===== src/rtl/id_ex_stage_pkg.sv =====
// Shared RV32I types for the decode/execute slice: opcodes, control packet,
// immediate bundle, bubble constant and the immediate builder.
package id_ex_stage_pkg;

  localparam int unsigned XLEN      = 32;
  localparam int unsigned REG_IDX_W = 5;
  localparam int unsigned OPCODE_W  = 7;

  typedef enum logic [OPCODE_W-1:0] {
    op_lui   = 7'b0110111,
    op_auipc = 7'b0010111,
    op_jal   = 7'b1101111,
    op_jalr  = 7'b1100111,
    op_br    = 7'b1100011,
    op_load  = 7'b0000011,
    op_store = 7'b0100011,
    op_imm   = 7'b0010011,
    op_reg   = 7'b0110011,
    op_csr   = 7'b1110011
  } rv32i_opcode_t;

  localparam logic [XLEN-1:0] NOP_INSTR = 32'h0000_0013;

  // Opcode is kept as raw bits so the all-zero bubble packet is representable.
  typedef struct packed {
    logic [OPCODE_W-1:0] opcode;
    logic [3:0]          aluop;
    logic [2:0]          cmpop;
    logic                alu_m1_sel;   // 1: PC, 0: rs1
    logic                alu_m2_sel;   // 1: immediate, 0: rs2
    logic                branch;
    logic                jump;
    logic                load_regfile;
    logic                data_mem_read;
    logic                data_mem_write;
  } rv32i_ctrl_packet_t;

  localparam rv32i_ctrl_packet_t BUBBLE_CTRL = '0;

  typedef struct packed {
    logic [XLEN-1:0] i;
    logic [XLEN-1:0] s;
    logic [XLEN-1:0] b;
    logic [XLEN-1:0] u;
    logic [XLEN-1:0] j;
  } rv32i_imm_t;

  // All sign-extended RV32I immediate formats for one instruction word.
  function automatic rv32i_imm_t build_imm(input logic [XLEN-1:0] in);
    rv32i_imm_t r;
    r.i = {{21{in[31]}}, in[30:20]};
    r.s = {{21{in[31]}}, in[30:25], in[11:7]};
    r.b = {{20{in[31]}}, in[7], in[30:25], in[11:8], 1'b0};
    r.u = {in[31:12], 12'h000};
    r.j = {{12{in[31]}}, in[19:12], in[20], in[30:21], 1'b0};
    return r;
  endfunction

endpackage


===== src/rtl/control_rom.sv =====
// Control ROM: maps opcode/funct3/funct7 to the control packet.
// Ports: opcode, funct3, funct7 in; ctrl_c combinational packet out.
// Unknown opcodes decode to the all-zero packet.
module control_rom
  import id_ex_stage_pkg::*;
(
  input  logic [6:0]         opcode,
  input  logic [2:0]         funct3,
  input  logic [6:0]         funct7,
  output rv32i_ctrl_packet_t ctrl_c
);

  logic alt_c;
  assign alt_c = (funct7 == 7'b0100000);

  always_comb begin
    ctrl_c        = BUBBLE_CTRL;
    ctrl_c.opcode = opcode;
    case (opcode)
      op_lui: begin
        ctrl_c.load_regfile = 1'b1;
        ctrl_c.alu_m2_sel   = 1'b1;
      end
      op_auipc: begin
        ctrl_c.load_regfile = 1'b1;
        ctrl_c.alu_m1_sel   = 1'b1;
        ctrl_c.alu_m2_sel   = 1'b1;
      end
      op_jal: begin
        ctrl_c.load_regfile = 1'b1;
        ctrl_c.jump         = 1'b1;
        ctrl_c.alu_m1_sel   = 1'b1;
        ctrl_c.alu_m2_sel   = 1'b1;
      end
      op_jalr: begin
        ctrl_c.load_regfile = 1'b1;
        ctrl_c.jump         = 1'b1;
        ctrl_c.alu_m2_sel   = 1'b1;
      end
      op_br: begin
        ctrl_c.branch     = 1'b1;
        ctrl_c.cmpop      = funct3;
        ctrl_c.alu_m1_sel = 1'b1;
        ctrl_c.alu_m2_sel = 1'b1;
      end
      op_load: begin
        ctrl_c.load_regfile  = 1'b1;
        ctrl_c.data_mem_read = 1'b1;
        ctrl_c.alu_m2_sel    = 1'b1;
      end
      op_store: begin
        ctrl_c.data_mem_write = 1'b1;
        ctrl_c.alu_m2_sel     = 1'b1;
      end
      op_imm: begin
        ctrl_c.load_regfile = 1'b1;
        ctrl_c.alu_m2_sel   = 1'b1;
        // Only SRAI uses the alternate funct7 among immediate ops.
        ctrl_c.aluop        = {alt_c && (funct3 == 3'b101), funct3};
      end
      op_reg: begin
        ctrl_c.load_regfile = 1'b1;
        ctrl_c.aluop        = {alt_c, funct3};
      end
      default: ctrl_c = BUBBLE_CTRL;
    endcase
  end

endmodule


===== src/rtl/load_use_detect.sv =====
// Load-use hazard detector: flags an ID instruction that reads the destination
// of a load currently sitting in ID/EX.
// Ports: id_valid, opcode, rs1, rs2 (ID side); ex_valid, ex_mem_read, ex_rd
// (ID/EX side); hz_c combinational hazard out.
module load_use_detect
  import id_ex_stage_pkg::*;
(
  input  logic       id_valid,
  input  logic [6:0] opcode,
  input  logic [4:0] rs1,
  input  logic [4:0] rs2,
  input  logic       ex_valid,
  input  logic       ex_mem_read,
  input  logic [4:0] ex_rd,
  output logic       hz_c
);

  logic uses_rs1_c;
  logic uses_rs2_c;

  always_comb begin
    uses_rs1_c = !((opcode == op_lui) || (opcode == op_auipc) || (opcode == op_jal));
    uses_rs2_c = (opcode == op_br) || (opcode == op_store) || (opcode == op_reg);
    hz_c = id_valid && ex_valid && ex_mem_read && (ex_rd != 5'd0) &&
           ((uses_rs1_c && (rs1 == ex_rd)) || (uses_rs2_c && (rs2 == ex_rd)));
  end

endmodule


===== src/rtl/id_ex_stage.sv =====
// Decode back half and ID/EX pipeline register.
// Ports: clk/rst (sync, active-high); IF/ID instruction and regfile read data
// in; WB write port for bypass; ex_stall/flush control in; id_stall comb out;
// registered ID/EX payload out; saturating bubble/stall performance counters.
module id_ex_stage
  import id_ex_stage_pkg::*;
#(
  parameter int unsigned PERF_CNT_W = 32
) (
  input  logic                  clk,
  input  logic                  rst,
  input  logic                  id_valid,
  input  logic [31:0]           id_pc,
  input  logic [31:0]           id_instr,
  input  logic [31:0]           rs1_out,
  input  logic [31:0]           rs2_out,
  input  logic                  wb_load_regfile,
  input  logic [4:0]            wb_rd,
  input  logic [31:0]           wb_data,
  input  logic                  ex_stall,
  input  logic                  flush,
  output logic                  id_stall,
  output logic                  ex_valid,
  output rv32i_ctrl_packet_t    ex_ctrl,
  output logic [31:0]           ex_pc,
  output logic [31:0]           ex_rs1_data,
  output logic [31:0]           ex_rs2_data,
  output logic [4:0]            ex_rs1,
  output logic [4:0]            ex_rs2,
  output logic [4:0]            ex_rd,
  output logic [2:0]            ex_funct3,
  output rv32i_imm_t            ex_imm,
  output logic [PERF_CNT_W-1:0] bubble_cnt,
  output logic [PERF_CNT_W-1:0] stall_cnt
);

  logic [4:0]         rs1_c, rs2_c, rd_c;
  logic [6:0]         dec_opcode_c, dec_funct7_c;
  logic [2:0]         dec_funct3_c;
  logic [31:0]        rs1_fwd_c, rs2_fwd_c;
  rv32i_ctrl_packet_t ctrl_c;
  logic               hz_c;

  assign rs1_c = id_instr[19:15];
  assign rs2_c = id_instr[24:20];
  assign rd_c  = id_instr[11:7];

  // An empty IF/ID slot decodes as a NOP so the ROM only ever sees legal input.
  assign dec_opcode_c = id_valid ? id_instr[6:0]   : NOP_INSTR[6:0];
  assign dec_funct3_c = id_valid ? id_instr[14:12] : 3'b000;
  assign dec_funct7_c = id_valid ? id_instr[31:25] : 7'b0000000;

  // WB write-through so a same-cycle regfile write is not missed; x0 never bypassed.
  assign rs1_fwd_c = (wb_load_regfile && (wb_rd != 5'd0) && (wb_rd == rs1_c)) ? wb_data : rs1_out;
  assign rs2_fwd_c = (wb_load_regfile && (wb_rd != 5'd0) && (wb_rd == rs2_c)) ? wb_data : rs2_out;

  control_rom u_control_rom (
    .opcode (dec_opcode_c),
    .funct3 (dec_funct3_c),
    .funct7 (dec_funct7_c),
    .ctrl_c (ctrl_c)
  );

  load_use_detect u_load_use_detect (
    .id_valid    (id_valid),
    .opcode      (id_instr[6:0]),
    .rs1         (rs1_c),
    .rs2         (rs2_c),
    .ex_valid    (ex_valid),
    .ex_mem_read (ex_ctrl.data_mem_read),
    .ex_rd       (ex_rd),
    .hz_c        (hz_c)
  );

  // Flush outranks the hazard: the dependent instruction is being killed anyway.
  assign id_stall = !rst && (ex_stall || (!flush && hz_c));

  // ID/EX register with stall > flush > hazard > advance priority.
  always_ff @(posedge clk) begin
    if (rst) begin
      ex_valid    <= 1'b0;
      ex_ctrl     <= BUBBLE_CTRL;
      ex_pc       <= '0;
      ex_rs1_data <= '0;
      ex_rs2_data <= '0;
      ex_rs1      <= '0;
      ex_rs2      <= '0;
      ex_rd       <= '0;
      ex_funct3   <= '0;
      ex_imm      <= '0;
      bubble_cnt  <= '0;
      stall_cnt   <= '0;
    end else if (ex_stall) begin
      if (!(&stall_cnt)) stall_cnt <= stall_cnt + PERF_CNT_W'(1);
    end else if (flush) begin
      ex_valid <= 1'b0;
      ex_ctrl  <= BUBBLE_CTRL;
    end else if (hz_c) begin
      ex_valid <= 1'b0;
      ex_ctrl  <= BUBBLE_CTRL;
      if (!(&bubble_cnt)) bubble_cnt <= bubble_cnt + PERF_CNT_W'(1);
    end else begin
      ex_valid    <= id_valid;
      // An empty slot leaves EX with a true bubble rather than a live NOP packet.
      ex_ctrl     <= id_valid ? ctrl_c : BUBBLE_CTRL;
      ex_pc       <= id_pc;
      ex_rs1_data <= rs1_fwd_c;
      ex_rs2_data <= rs2_fwd_c;
      ex_rs1      <= rs1_c;
      ex_rs2      <= rs2_c;
      ex_rd       <= rd_c;
      ex_funct3   <= id_instr[14:12];
      ex_imm      <= build_imm(id_instr);
    end
  end

endmodule


===== config.mk =====
export PLATFORM = sky130hd
export DESIGN_NAME = id_ex_stage
export DESIGN_NICKNAME = d
export VERILOG_FILES = /design/src/rtl/id_ex_stage_pkg.sv /design/src/rtl/control_rom.sv /design/src/rtl/load_use_detect.sv /design/src/rtl/id_ex_stage.sv
export SDC_FILE = /design/constraint.sdc
export NUM_CORES = 1
export LEC_CHECK = 0
export BUFFER_PORTS_ARGS = -buffer_cell sky130_fd_sc_hd__buf_4
export CAP_MARGIN = 20
export CORE_AREA = 2 2 204 206
export CTS_CLUSTER_DIAMETER = 50
export DETAILED_ROUTE_END_ITERATION = 6
export DIE_AREA = 0 0 206 208
export GPL_TIMING_DRIVEN = 0
export PLACE_DENSITY_LB_ADDON = 0.2
export SLEW_MARGIN = 20
export SYNTH_ARGS = -nofsm -noshare
export SYNTH_HDL_FRONTEND = slang
export SYNTH_SLANG_ARGS = --single-unit
export TNS_END_PERCENT = 10

===== constraint.sdc =====
create_clock -name clk -period 5.7 [get_ports clk]
set_clock_uncertainty 0.2 [all_clocks]
set_input_delay 1.14 -clock clk [delete_from_list [all_inputs] [get_ports clk]]
set_output_delay 1.14 -clock clk [all_outputs]
set_load 0.02 [all_outputs]

==> impl_metrics.yaml <==
route:
  drt_wl_total_mm: 43.8
  num_vias: 10600
  wire_per_inst_um: 18.7
  drc_errors: 0
  drtIter0Drc: 461
  dr.pass1.iters: 6
  avgViaCountPerCell: 4.54
  ant_nets: 0
global_route:
  grt_usage: 0.193
  grt_pass1_wl_mm: 63.8
  antenna_found_initial: 7
  grt_start_max_net_pins: 43
  grt_pass1_vias: 10300
  overflow: 0
timing:
  setup_viol: 0
  fmax_mhz: 218
  post-route-min-period_ps: 4580
  drv_slew: 0
  relSlewSlack: 0.316
  setup_tns_ps: 0
  final.period_utilization: 0.803
  worst_pin_slew_ps: 1030
  final_hold_viol_count: 0
  rsz0062_at_grt: "no"
  hold_slack_ps: 242
synth:
  yosys_warnings: 0
  yosys-top-cells-area: "dfxtp_1 39%, buf_4 11%, mux2i_1 6.1%"
  synth_edf_count: 0
  syn_inst: 1223
  syn-cell-area_um2: 10500
  synthDistinctLibCells: 63
  synth_top_area_frac: 0.393
  seq_area_frac_synth: 0.393
  ys_seq_elements: 207
  synth_ff_type: "dfxtp_1"
  avgSynthCellArea_um2: 8.61
  synthArstFlopShare: 0
  synth_most_common_cell: "dfxtp_1"
  post-synth-top-area-cell: "dfxtp_1"
  ys_top_cells_by_count: "207 x dfxtp_1, 158 x buf_4, 154 x nand2_1"
clock_tree:
  cts_made_buffers: 31
  cts_hold_buf: 0
  post-cts-setup-buffers: 0
  clkSlewWorstSetupHoldPaths_ps: 50
  h-tree-depth: 1
  insertion_delay_ps: 570
  clockBufferDepth: 3
  clockRootBuffer: "clkbuf_16"
  cts_tree: "yes"
  clkSinkCount: 207
  ctsResizeCount: 0
setup_path:
  cp.arrival_ps: 3240
  worstSetupStartpointType: "input port"
  required_ps: 4360
  r2r_setup_slack_ps: 2810
  crit_path_cell_trace: "buf_4 > clkbuf_1 > clkbuf_1 > clkbuf_1 > a21oi_1 > buf_4"
  critPathCaptureType: "output pin"
  reg2reg_to: "bubble_cnt[29]"
  cp_max_fo: 10
  rr_startpoint: "ex_rd[2]"
  r2r_cells: 7
  critPathBufInv: 5
  critPathTopFamily: "buffers and inverters"
  path_common_cell: "clkbuf_1"
  worst_path_max_delay_cell: "clkbuf_1"
  crit_type: "input port to output pin"
  slowest_delay_ps: 820
floorplanning:
  die_h_um: 208
  die_area_um2: 42800
  row_count: 74
  ios: 532
  initial_utilization: 0.260
  die_w_um: 206
  core_um2: 40600
layout:
  final_nets: 1957
  fillCellCount: 4133
  final_core_util: 0.401
  drive_gt1_frac: 0.436
  syn_to_final_growth_pct: 54.3
  multiInputGateArea_um2: 4800
  ff_latch_area_um2: 4150
  fin_cells: 2343
placed_design:
  dp.cells: 2283
  place.gp.congestion: 0.832
  io_buffers: 514
  post-dp-hpwl_mm: 34.7
power_and_ir_drop:
  power.leakage_uw: 0.00718
  ir_worst_vdd_uv: 233
  finalPower_uw: 4300
  power_density_nw_per_um2: 265
status:
  outcome: "complete, no violations"
hold_path:
  holdPathEnd: "ex_ctrl[14]"
  worstHoldStart: "ex_ctrl[14]"
  hold_path.class: "register to register"
  hold_depth: 2
flow_run:
  drv_cap: 0
==> cell type report <==
cell class                 instances  area share
multi-input combinational        793       0.295
sequential                       207       0.255
timing repair buffer             515       0.239
buffer                           224      0.0979
clock buffer                      37      0.0516
tap                              532      0.0410
clock inverter                    20      0.0173
inverter                          12     0.00277
antenna                            3    0.000462
==> layer usage <==
metal,global-route usage,vias up,share of wire
met1,0.225,4966,0.40
met4,0.0611,8,0.028
li1,-,5252,-
met5,0,-,0.0013
met3,0.0616,69,0.087
met2,0.335,348,0.49
==> placed cells by master (no fill, tap or decap), types with 14 or more instances in the layout <==
| master | instances |
|---|---|
| xor2_1 | 16 |
| clkbuf_16 | 31 |
| o21ai_0 | 25 |
| a211oi_1 | 57 |
| or4_1 | 16 |
| nand3_1 | 24 |
| mux2i_1 | 64 |
| buf_6 | 18 |
| xnor2_1 | 31 |
| dfxtp_1 | 206 |
| o31ai_1 | 15 |
| buf_4 | 672 |
| buf_2 | 17 |
| nor3_1 | 18 |
| nor2_1 | 114 |
| nand4_1 | 25 |
| nand2_1 | 154 |
| clkbuf_1 | 32 |
| a21oi_1 | 96 |
| or3_1 | 21 |
| conb_1 | 14 |
==> how the worst max path moves through the flow <==
stage	startpoint	end	slack (ps)	cells past startpoint
CTS	rst	id_stall	1140	6
finish	rst	id_stall	1120	6
floorplan	id_instr[3]	id_stall	1700	7
detailed placement	rst	id_stall	1130	6
global route	rst	id_stall	960	6
global placement	rst	id_stall	1090	6
==> flip-flops by register name (all words and copies together), names as in the netlist <==
signal and flops:
ex_valid 1, ex_funct3 2, ex_ctrl 21, ex_imm 11, ex_rd 4, stall_cnt 32, ex_rs1_data 32, bubble_cnt 32
ex_rs1 4, ex_pc 32, ex_rs2 4, ex_rs2_data 32
==> tightest hold or removal path, delay by kind of cell (launching register included) <==
kind	cells	cell delay [ps]
and+or+nand+nor	2	90
DFF	1	310
==> power breakdown <==
group	internal, µW	total, µW	switching [µW]
clock	1320	2070	743
combinational	328	693	365
sequential	1500	1550	45.0
total	3150	4300	1150
==> through the flow <==
stage	area, µm²	setup WS [ps]
final	16300	1120
after global routing	16300	964
after CTS	16200	1140
after detailed placement	15100	1130
after global placement	15100	1090
after floorplan	10600	1700
==> cells by family (layout without fill, tap and decap cells) <==
group,count (synthesis),in the layout,synth area share
AO/OA/AOI/OAI,233,233,0.149
XOR/XNOR,47,47,0.0391
adder cells (fa/ha/maj),2,2,0.00238
buffers and inverters,236,808,0.155
flip-flops,207,207,0.393
multiplexers,68,68,0.0651
other,1,17,0.000356
AND/OR/NAND/NOR,429,429,0.196
Note: power is estimated with default switching activity, not from simulation.
